--- src/rtl/alpha_serial_config_receiver_pkg.sv ---
// Shared ALPHA serial-config definitions: frame layout, counter widths, dreset qualification, FSM encoding.
// Used by both the transmitter and the receiver so that the two ends agree on the frame format.
package alpha_serial_config_receiver_pkg;

  localparam int unsigned ADDR_WIDTH         = 4;
  localparam int unsigned DATA_WIDTH         = 12;
  localparam int unsigned FRAME_BITS         = ADDR_WIDTH + DATA_WIDTH;
  localparam int unsigned CNT_WIDTH          = $clog2(FRAME_BITS + 2);
  localparam int unsigned DRESET_MIN_DEFAULT = 8;

  // Frame is shifted MSB first: addr MSB arrives first, data LSB arrives last.
  typedef struct packed {
    logic [ADDR_WIDTH-1:0] addr;
    logic [DATA_WIDTH-1:0] data;
  } frame_t;

  typedef enum logic [1:0] {
    ST_IDLE        = 2'd0,
    ST_SHIFT       = 2'd1,
    ST_DRESET_PEND = 2'd2,
    ST_DRESET_HOLD = 2'd3
  } state_t;

endpackage

--- src/rtl/alpha_serial_config_receiver_if.sv ---
// Pin and status bundle of the ALPHA serial configuration port.
// master = the side driving sin/sclk/pclk; slave = the receiver.
interface alpha_serial_config_receiver_if;
  import alpha_serial_config_receiver_pkg::*;

  logic                  sin;
  logic                  sclk;
  logic                  pclk;
  logic [ADDR_WIDTH-1:0] read_addr;
  logic [DATA_WIDTH-1:0] read_data;
  logic                  write_strobe;
  logic [ADDR_WIDTH-1:0] write_addr;
  logic [DATA_WIDTH-1:0] write_data;
  logic                  frame_error;
  logic                  dreset_detected;
  logic [CNT_WIDTH-1:0]  bit_count;

  modport master (
    output sin, sclk, pclk, read_addr,
    input  read_data, write_strobe, write_addr, write_data, frame_error, dreset_detected, bit_count
  );

  modport slave (
    input  sin, sclk, pclk, read_addr,
    output read_data, write_strobe, write_addr, write_data, frame_error, dreset_detected, bit_count
  );

endinterface

--- src/rtl/alpha_pin_sync_edge.sv ---
// STAGES-deep synchroniser for one asynchronous pin, plus one extra flop for rising-edge detection.
// STAGES must be at least 2.
module alpha_pin_sync_edge #(
  parameter int unsigned STAGES = 2
) (
  input  logic clock,
  input  logic reset,
  input  logic pin,
  output logic level,
  output logic rise_c
);

  logic [STAGES-1:0] sync_q;
  logic              last_q;

  always_ff @(posedge clock or negedge reset) begin
    if (!reset) begin
      sync_q <= '0;
      last_q <= 1'b0;
    end else begin
      sync_q <= {sync_q[STAGES-2:0], pin};
      last_q <= sync_q[STAGES-1];
    end
  end

  assign level  = sync_q[STAGES-1];
  assign rise_c = level & ~last_q;

endmodule

--- src/rtl/alpha_serial_config_receiver.sv ---
// ALPHA serial configuration receiver: shifts frames on sclk, latches them into a register file on pclk,
// and treats sclk&pclk held high for a qualified duration as a register-file clear (dreset).
module alpha_serial_config_receiver
  import alpha_serial_config_receiver_pkg::*;
#(
  parameter int unsigned NUM_REGS          = 16,
  parameter int unsigned SYNC_STAGES       = 2,
  parameter int unsigned DRESET_MIN_CYCLES = DRESET_MIN_DEFAULT
) (
  input logic                          clock,
  input logic                          reset,
  alpha_serial_config_receiver_if.slave bus
);

  localparam int unsigned           HOLD_WIDTH = $clog2(DRESET_MIN_CYCLES + 1);
  localparam logic [CNT_WIDTH-1:0]  CNT_FULL   = CNT_WIDTH'(FRAME_BITS);
  localparam logic [CNT_WIDTH-1:0]  CNT_OVER   = CNT_WIDTH'(FRAME_BITS + 1);
  localparam logic [HOLD_WIDTH-1:0] HOLD_DONE  = HOLD_WIDTH'(DRESET_MIN_CYCLES);

  logic                  sin_lvl, sclk_lvl, pclk_lvl;
  logic                  sclk_rise_c, pclk_rise_c, sin_rise_unused;
  state_t                state_q, state_n, resume_q, resume_n;
  logic [HOLD_WIDTH-1:0] hold_q, hold_n;
  logic                  do_shift_c, do_latch_c, do_clear_c, both_high_c;
  logic [FRAME_BITS-1:0] shift_q;
  frame_t                frame_c;
  logic                  frame_ok_c;
  logic [DATA_WIDTH-1:0] regs_q [NUM_REGS];

  // sin uses the same depth as sclk so the sampled bit lines up with the detected sclk edge.
  alpha_pin_sync_edge #(.STAGES(SYNC_STAGES)) u_sin_sync (
    .clock(clock), .reset(reset), .pin(bus.sin), .level(sin_lvl), .rise_c(sin_rise_unused));
  alpha_pin_sync_edge #(.STAGES(SYNC_STAGES)) u_sclk_sync (
    .clock(clock), .reset(reset), .pin(bus.sclk), .level(sclk_lvl), .rise_c(sclk_rise_c));
  alpha_pin_sync_edge #(.STAGES(SYNC_STAGES)) u_pclk_sync (
    .clock(clock), .reset(reset), .pin(bus.pclk), .level(pclk_lvl), .rise_c(pclk_rise_c));

  assign frame_c     = frame_t'(shift_q);
  assign frame_ok_c  = (bus.bit_count == CNT_FULL) && (32'(frame_c.addr) < NUM_REGS);
  assign both_high_c = sclk_lvl & pclk_lvl;

  always_ff @(posedge clock or negedge reset) begin
    if (!reset) begin
      state_q  <= ST_IDLE;
      resume_q <= ST_IDLE;
      hold_q   <= '0;
    end else begin
      state_q  <= state_n;
      resume_q <= resume_n;
      hold_q   <= hold_n;
    end
  end

  // Both lines high pre-empts any edge, so a same-cycle sclk/pclk rise neither shifts nor latches.
  always_comb begin
    state_n    = state_q;
    resume_n   = resume_q;
    hold_n     = hold_q;
    do_shift_c = 1'b0;
    do_latch_c = 1'b0;
    do_clear_c = 1'b0;
    unique case (state_q)
      ST_IDLE, ST_SHIFT: begin
        if (both_high_c) begin
          state_n  = ST_DRESET_PEND;
          resume_n = state_q;
          hold_n   = HOLD_WIDTH'(1);
        end else if (sclk_rise_c) begin
          do_shift_c = 1'b1;
          state_n    = ST_SHIFT;
        end else if (pclk_rise_c) begin
          do_latch_c = 1'b1;
          state_n    = ST_IDLE;
        end
      end
      ST_DRESET_PEND: begin
        if (!both_high_c) begin
          state_n = resume_q;
        end else if (hold_q >= HOLD_DONE) begin
          state_n    = ST_DRESET_HOLD;
          do_clear_c = 1'b1;
        end else begin
          hold_n = hold_q + HOLD_WIDTH'(1);
        end
      end
      ST_DRESET_HOLD: begin
        if (!sclk_lvl && !pclk_lvl) state_n = ST_IDLE;
      end
      default: state_n = ST_IDLE;
    endcase
  end

  always_ff @(posedge clock or negedge reset) begin
    if (!reset) begin
      shift_q             <= '0;
      bus.bit_count       <= '0;
      bus.read_data       <= '0;
      bus.write_strobe    <= 1'b0;
      bus.write_addr      <= '0;
      bus.write_data      <= '0;
      bus.frame_error     <= 1'b0;
      bus.dreset_detected <= 1'b0;
      for (int i = 0; i < NUM_REGS; i++) regs_q[i] <= '0;
    end else begin
      bus.write_strobe    <= 1'b0;
      bus.frame_error     <= 1'b0;
      bus.dreset_detected <= 1'b0;
      bus.read_data       <= (32'(bus.read_addr) < NUM_REGS) ? regs_q[bus.read_addr] : '0;
      if (do_shift_c) begin
        shift_q <= {shift_q[FRAME_BITS-2:0], sin_lvl};
        if (bus.bit_count != CNT_OVER) bus.bit_count <= bus.bit_count + CNT_WIDTH'(1);
      end
      if (do_latch_c) begin
        bus.bit_count <= '0;
        if (frame_ok_c) begin
          regs_q[frame_c.addr] <= frame_c.data;
          bus.write_strobe     <= 1'b1;
          bus.write_addr       <= frame_c.addr;
          bus.write_data       <= frame_c.data;
        end else begin
          bus.frame_error <= 1'b1;
        end
      end
      if (do_clear_c) begin
        shift_q             <= '0;
        bus.bit_count       <= '0;
        bus.dreset_detected <= 1'b1;
        for (int i = 0; i < NUM_REGS; i++) regs_q[i] <= '0;
      end
    end
  end

endmodule

--- src/flat_wrapper.sv ---
// flat-port wrapper written by rule: the top's interface ports become plain ports
module alpha_serial_config_receiver_flat import alpha_serial_config_receiver_pkg::*;
#(
  parameter int unsigned NUM_REGS          = 16,
  parameter int unsigned SYNC_STAGES       = 2,
  parameter int unsigned DRESET_MIN_CYCLES = DRESET_MIN_DEFAULT
)
  (clock, reset, bus_sin, bus_sclk, bus_pclk, bus_read_addr, bus_read_data, bus_write_strobe, bus_write_addr, bus_write_data, bus_frame_error, bus_dreset_detected, bus_bit_count);
  alpha_serial_config_receiver_if bus_i ();
  input logic clock;
  input logic reset;
  input wire logic [$bits(bus_i.sin)-1:0] bus_sin;
  input wire logic [$bits(bus_i.sclk)-1:0] bus_sclk;
  input wire logic [$bits(bus_i.pclk)-1:0] bus_pclk;
  input wire logic [$bits(bus_i.read_addr)-1:0] bus_read_addr;
  output wire logic [$bits(bus_i.read_data)-1:0] bus_read_data;
  output wire logic [$bits(bus_i.write_strobe)-1:0] bus_write_strobe;
  output wire logic [$bits(bus_i.write_addr)-1:0] bus_write_addr;
  output wire logic [$bits(bus_i.write_data)-1:0] bus_write_data;
  output wire logic [$bits(bus_i.frame_error)-1:0] bus_frame_error;
  output wire logic [$bits(bus_i.dreset_detected)-1:0] bus_dreset_detected;
  output wire logic [$bits(bus_i.bit_count)-1:0] bus_bit_count;
  assign bus_i.sin = bus_sin;
  assign bus_i.sclk = bus_sclk;
  assign bus_i.pclk = bus_pclk;
  assign bus_i.read_addr = bus_read_addr;
  assign bus_read_data = bus_i.read_data;
  assign bus_write_strobe = bus_i.write_strobe;
  assign bus_write_addr = bus_i.write_addr;
  assign bus_write_data = bus_i.write_data;
  assign bus_frame_error = bus_i.frame_error;
  assign bus_dreset_detected = bus_i.dreset_detected;
  assign bus_bit_count = bus_i.bit_count;
  alpha_serial_config_receiver #(.NUM_REGS(NUM_REGS), .SYNC_STAGES(SYNC_STAGES), .DRESET_MIN_CYCLES(DRESET_MIN_CYCLES)) u_core (.clock(clock), .reset(reset), .bus(bus_i));
endmodule
--- config.mk ---
export PLATFORM = sky130hd
export DESIGN_NAME = alpha_serial_config_receiver_flat
export DESIGN_NICKNAME = d
export VERILOG_FILES = /design/src/rtl/alpha_serial_config_receiver_pkg.sv /design/src/rtl/alpha_serial_config_receiver_if.sv /design/src/rtl/alpha_pin_sync_edge.sv /design/src/rtl/alpha_serial_config_receiver.sv /design/src/flat_wrapper.sv
export SDC_FILE = /design/constraint.sdc
export NUM_CORES = 1
export LEC_CHECK = 0
export CAP_MARGIN = 5
export CELL_PAD_IN_SITES_DETAIL_PLACEMENT = 1
export CELL_PAD_IN_SITES_GLOBAL_PLACEMENT = 1
export CORE_MARGIN = 2
export CORE_UTILIZATION = 45
export CTS_CLUSTER_SIZE = 25
export DETAILED_ROUTE_END_ITERATION = 10
export PLACE_DENSITY = 0.73
export RECOVER_POWER = 100
export SYNTH_ARGS = -nofsm -noshare
export SYNTH_HDL_FRONTEND = slang
export SYNTH_SLANG_ARGS = --single-unit
--- constraint.sdc ---
create_clock -name clock -period 2 [get_ports clock]
set_input_delay 0.4 -clock clock [delete_from_list [all_inputs] [get_ports clock]]
set_output_delay 0.4 -clock clock [all_outputs]
set_load 0.005 [all_outputs]
==> flow_summary.yaml, run 1 <==
run_status:
  status: "finished clean"
routing:
  wl_met1_um: 15100
  wl_per_cell_um: 24.2
  drt_iter0_markers: 648
  drc: 0
  wl_met2_um: 17400
  firstDrtPassIters: 4
  top_layer: "met4"
  vias_per_cell: 6.11
  met3WireLength_um: 1200
  num_vias: 8686
  ant_nets: 0
  wl_um: 34400
min_path:
  whs_endpoint: "u_core.u_pclk_sync.sync_q[1]"
  worstHoldStart: "u_core.u_pclk_sync.sync_q[0]"
  hold_depth: 0
  hold_path_class: "register to register"
floorplanning:
  initial_utilization_pct: 46.1
  io-pin-count: 45
  fp.dieW_um: 170
  core_area_um2: 27000
  die_h_um: 170
  rows: 60
  dieArea_um2: 29000
cts:
  h-tree-depth: 1
  path_clk_slew_ns: 0.06
  cts_buffers: 28
  root_buffer: "clkbuf_16"
  clock_sinks: 260
  clkLatencyLatePin_ns: 0.54
  tritoncts: "yes"
  cts_buffer_depth: 3
finish:
  area_growth_pct: 16.9
  fin_area_um2: 14500
  antennaDiodeCount: 0
  layout.area.seq_um2: 6510
  fill_cells: 2742
  nNetsFinal: 1074
  multi_input_area_um2: 5460
  drive_gt1_share_pct: 19.5
worst_setup_path:
  path_max_fanout: 5
  crit_required_ns: 1.60
  critPathMaxStageDelay_ns: 0.49
  crit_chain: "buf_4, clkdlybuf4s50_1"
  path_buf_inv: 2
  arrival_ns: 1.53
  r2r-end: "u_core.regs_q[42]"
  reg2regPathDepth: 7
  start_kind: "register"
  critPathTopFamily: "buffers and inverters"
  reg2reg_slack_ns: 0.14
  r2r-start: "u_core.bus.bit_count[1]"
  worstSetupPathType: "register to output port"
  worstSetupEndpointType: "output port"
  slowest_stage: "clkdlybuf4s50_1"
logic_synthesis:
  synth_edf_count: 0
  avgSynthCellArea_um2: 12.4
  ys_warn_count: 0
  ys.flop_type: "dfrtp_1"
  ys_types: 45
  synth_area_um2: 12400
  ys_async_sr_fraction_pct: 100
  synthesis.nets: 1017
  ys_seq_area_share_pct: 52.3
  synthCells: 1003
  ys_seq_elements: 260
place:
  dp_hpwl_um: 21200
  place_congestion: 0.792
  io_buffers: 44
  post_dp_cell_area_um2: 13700
timing:
  rsz0062_at_grt: "true"
  fmax_mhz: 518
  fin_skew_ns: 0.0133
  period_share_pct: 96.6
  hold_ws_ns: 0.348
  tightest_slew_ns: 1.20
  post-route-min-period_ns: 1.93
  setup_viol: 0
  slew_headroom_pct: 19.8
  setup_tns_ns: 0
  finalHoldViolations: 0
  finalMaxSlewViolations: 0
pwr:
  p_per_area_nw_per_um2: 833
  peakVddDrop_mv: 0.642
  power.leakage_nw: 7.65
global_route:
  grt_pass1_wl_um: 55800
  grt_overflow: 0
  antenna_found_initial: 0
  grt_max_degree: 57
  grt_pass1_vias: 9715
  gr-usage-all-layers_pct: 24.8
run:
  drv_cap: 0
[layer usage]
| metal | up-vias | global-route usage (%) |
|---|---|---|
| met4 | 0 | 5.80 |
| met5 | - | 0 |
| met1 | 4689 | 33.5 |
| met2 | 167 | 42.6 |
| met3 | 46 | 3.26 |
| li1 | 3784 | - |
[repair_timing]
action / 4_1_cts / 5_1_grt
buffers inserted: 1 / 0
cloned: 0 / 0
resized for setup: 0 / 8
hold endpoints to repair: 45 / 0
endpoints found under the setup margin: 1 / 36
hold buffers: 1 / 0
[sequential cells by signal (all words and copies together), names as in the netlist]
signal and flops:
u_core.frame_c 16, u_core.hold_q 4, u_core.u_sin_sync.sync_q 2, u_core.u_pclk_sync.sync_q 2, u_core.u_sclk_sync.sync_q 2, u_core.regs_q 192
u_core.bus.frame_error 1, u_core.bus.write_addr 4, u_core.u_pclk_sync.last_q 1, u_core.resume_q 2, u_core.bus.bit_count 5, u_core.state_q 2
u_core.bus.write_data 12, u_core.bus.dreset_detected 1, u_core.bus.write_strobe 1, u_core.bus.read_data 12, u_core.u_sclk_sync.last_q 1
[placed cells by master, fill, tap and decap left out, types with 5 or more instances in the layout]
cell type / count
clkdlybuf4s50_1: 36
dlygate4sd3_1: 5
nand2_1: 45
clkbuf_1: 11
clkbuf_16: 29
mux2i_1: 193
o21ai_1: 12
a21oi_1: 21
nor2b_1: 7
a22oi_1: 24
buf_4: 61
mux2_2: 18
ha_1: 5
o21ai_0: 199
clkbuf_8: 10
dfrtp_1: 258
nand4_1: 9
inv_1: 8
nand4_4: 9
buf_12: 11
mux4_2: 48
[synthesized netlist by cell type (all sizes together) (2+ instances only)]
cell    number  area (um2)
inv          8        30.0
and2         5        31.3
ha           5        62.6
nor2         5        21.3
mux4        48        1080
dfrtp      260        6510
nor2b        7        43.8
nor3b        3        22.5
nor4b        2        32.5
a22oi       24         180
nor4bb       3        30.0
o21ai      211        1060
nor3         3        15.0
nand3        5        30.0
buf         35         244
clkbuf      65         244
a22o         2        17.5
nand2       46         175
nand2b       2        12.5
nand4       18         248
a21oi       21         105
a31o         2        17.5
mux2i      193        1930
mux2        18         203
[power by group]
part / switching (mW) / internal [mW] / leakage [nW]
Sequential: 0.140 / 5.39 / 3.60
Combinational: 0.958 / 0.504 / 3.60
Clock: 2.11 / 3.02 / 0.454
Total: 3.21 / 8.91 / 7.65
[kinds of logic after synthesis]
| kind of cell | share of synthesized area (%) |
|---|---|
| AO/OA/AOI/OAI | 11.5 |
| flip-flops | 52.3 |
| multiplexers | 25.8 |
| buffers and inverters | 4.16 |
| AND/OR/NAND/NOR | 5.76 |
| adder cells (fa/ha/maj) | 0.503 |
[cell type report]
cell class	instances	share of cell area, %
clock buffers	47	6.14
repair buffers	127	8.27
clock inverters	4	0.138
multi-input cells	635	37.6
flip-flops and latches	260	44.8
inverters	8	0.206
well taps	341	2.93
[how the worst max path moves through the flow]
| stage | cells past startpoint | end | slack [ns] | startpoint |
|---|---|---|---|---|
| after floorplan | 4 | u_core.bus.read_data[5] | 0.16 | bus_read_addr[0] |
| after global placement | 5 | u_core.bus.read_data[6] | 0.09 | bus_read_addr[3] |
| after detailed placement | 6 | u_core.bus.write_data[1] | 0.06 | u_core.bus.bit_count[1] |
| after CTS | 1 | bus_bit_count[3] | 0.01 | u_core.bus.bit_count[3] |
| after global routing | 7 | u_core.regs_q[42] | 0.003 | u_core.bus.bit_count[1] |
| final | 2 | bus_bit_count[0] | 0.07 | u_core.bus.bit_count[0] |
[per-stage QoR]
stage / std cells / utilization, % / power, mW / setup WS, ns
2_1_floorplan: 1003 / - / 6.37 / 0.162
3_3_place_gp: 1369 / 50.5 / 7.07 / 0.0892
3_5_place_dp: 1369 / 50.5 / 7.11 / 0.0582
4_1_cts: 1422 / 54.0 / 12.2 / 0.0103
5_1_grt: 1422 / 53.8 / 12.6 / 0.00346
6_report: 1422 / 53.8 / 12.1 / 0.0681
[worst register-to-register path, delay by kind of cell (launching register included)]
| kind | cells | cell delay (ns) |
|---|---|---|
| adder cells (fa/ha/maj) | 1 | 0.16 |
| buffers and inverters | 3 | 0.56 |
| flip-flops | 1 | 0.43 |
| multiplexers | 1 | 0.20 |
| AND/OR/NAND/NOR | 2 | 0.43 |
No activity file was read; power rests on OpenSTA's default activity.
==> run 2: changes to the inputs <==
CORE_UTILIZATION = 51   (was 45)
PLACE_DENSITY = 0.81   (was 0.73)
==> flow_summary.yaml, run 2 (same netlist as run 1, synthesis figures left out) <==
min_path:
  hold_path_class: "register to register"
  hold_depth: 0
  worstHoldStart: "u_core.u_pclk_sync.sync_q[0]"
  whs_endpoint: "u_core.u_pclk_sync.sync_q[1]"
finish:
  largest_reg_flops: 192
  antennaDiodeCount: 0
  nNetsFinal: 1074
  drive_gt1_share_pct: 19.1
  layout_common_cells: "dfrtp_1, o21ai_0, mux2i_1"
  mostFrequentLayoutCell: "dfrtp_1"
  area_growth_pct: 16.5
  largest-register: "u_core.regs_q"
floorplanning:
  core_area_um2: 24100
  dieArea_um2: 25700
  io-pin-count: 45
  rows: 57
  fp.dieW_um: 160
  die_h_um: 160
  initial_utilization_pct: 51.6
worst_setup_path:
  critPathMaxStageDelay_ns: 0.61
  reg2reg_slack_ns: 0.10
  r2r-end: "u_core.regs_q[8]"
  crit_required_ns: 1.60
  arrival_ns: 1.56
  worstSetupPathType: "register to output port"
  path_buf_inv: 1
  worstSetupEndpointType: "output port"
  crit_chain: "dlygate4sd3_1"
  reg2regPathDepth: 7
  start_kind: "register"
  slowest_stage: "dlygate4sd3_1"
  r2r-start: "u_core.bus.bit_count[1]"
  critPathTopFamily: "buffers and inverters"
  path_max_fanout: 1
cts:
  tritoncts: "yes"
  path_clk_slew_ns: 0.06
  cts_buffers: 28
  clock_sinks: 260
  root_buffer: "clkbuf_16"
  clkLatencyLatePin_ns: 0.55
  cts_buffer_depth: 3
  h-tree-depth: 1
global_route:
  grt_overflow: 0
  gr-usage-all-layers_pct: 28.6
  grt_pass1_wl_um: 57200
  grt_pass1_vias: 9835
  antenna_found_initial: 1
  grt_max_degree: 68
timing:
  fin_skew_ns: 0.0151
  finalHoldViolations: 0
  slew_headroom_pct: 0.538
  period_share_pct: 97.8
  fmax_mhz: 511
  tightest_slew_ns: 1.49
  setup_viol: 0
  rsz0062_at_grt: "false"
  finalMaxSlewViolations: 0
  post-route-min-period_ns: 1.96
  setup_tns_ns: 0
place:
  dp_hpwl_um: 21700
  place_congestion: 0.763
  io_buffers: 44
routing:
  vias_per_cell: 6.34
  drc: 0
  wl_per_cell_um: 25.6
  num_vias: 8902
  firstDrtPassIters: 5
  ant_nets: 0
  drt_iter0_markers: 738
  wl_um: 36000
run:
  drv_cap: 1
pwr:
  power.leakage_nw: 7.70
  peakVddDrop_mv: 0.697
  p_per_area_nw_per_um2: 842
  p_total_mw: 12.2
run_status:
  status: "finished, violations left"
  violations: "max-capacitance violations"
==> run 2: changes by cell type in the layout (fill, tap and decap cells not counted), sizes merged <==
cell and delta:
clkbuf +10, clkdlybuf4s50 -29, dlymetal6s2s -1, dlygate4sd3 +30
buf -10
==> run 2: metal layers <==
layer	routed length [um]	track usage [%]	up-vias	share of wire (%)
li1	-	-	3797	-
met1	14400	37.1	4767	40
met2	18900	50.4	253	53
met3	1650	3.95	83	4.6
met4	1040	8.68	2	2.9
met5	7	0	-	0.019
==> run 2: layout make-up <==
| type | count | area (um2) |
|---|---|---|
| clock buffers | 47 | 893 |
| clock inverters | 4 | 20.0 |
| fillers | 2428 | 9610 |
| inverters | 8 | 30.0 |
| multi-input cells | 635 | 5410 |
| flip-flops and latches | 260 | 6510 |
| well taps | 324 | 405 |
| repair buffers | 127 | 1230 |
==> run 2: timing repair <==
| action | CTS | global route |
|---|---|---|
| setup endpoints to repair | 1 | 19 |
| pin swaps | 0 | 1 |
| hold buffers | 1 | 0 |
| setup buffers | 1 | 3 |
| gates resized for setup | 0 | 2 |
| hold endpoints to repair | 45 | 0 |
==> run 2: worst max path at each step <==
stage / from / endpoint / slack (ns) / cells after the start
6_report: u_core.bus.read_data[11] / bus_read_data[11] / 0.04 / 1
5_1_grt: u_core.bus.bit_count[1] / u_core.regs_q[37] / 0.001 / 7
4_1_cts: u_core.bus.bit_count[0] / bus_bit_count[0] / 0.02 / 2
3_5_place_dp: u_core.bus.bit_count[1] / u_core.bus.write_data[10] / 0.10 / 6
3_3_place_gp: bus_read_addr[0] / u_core.bus.read_data[11] / 0.12 / 5
2_1_floorplan: bus_read_addr[0] / u_core.bus.read_data[5] / 0.16 / 4
==> run 2: where the power goes <==
part / internal (mW) / switching, mW
clock: 3.02 / 2.17
combinational: 0.524 / 0.961
sequential: 5.39 / 0.141
total: 8.93 / 3.28
==> run 2: through the flow <==
stage | utilization, % | instance area [um2] | cells | setup slack (ns) | hold slack (ns)
after floorplan | - | 12400 | 1003 | 0.162 | 0.104
after global placement | 56.7 | 13700 | 1349 | 0.122 | 0.332
after detailed placement | 56.7 | 13700 | 1349 | 0.101 | 0.342
after CTS | 60.5 | 14600 | 1402 | 0.0223 | 0.278
after global routing | 60.1 | 14500 | 1405 | 0.00108 | 0.366
final | 60.1 | 14500 | 1405 | 0.0444 | 0.352
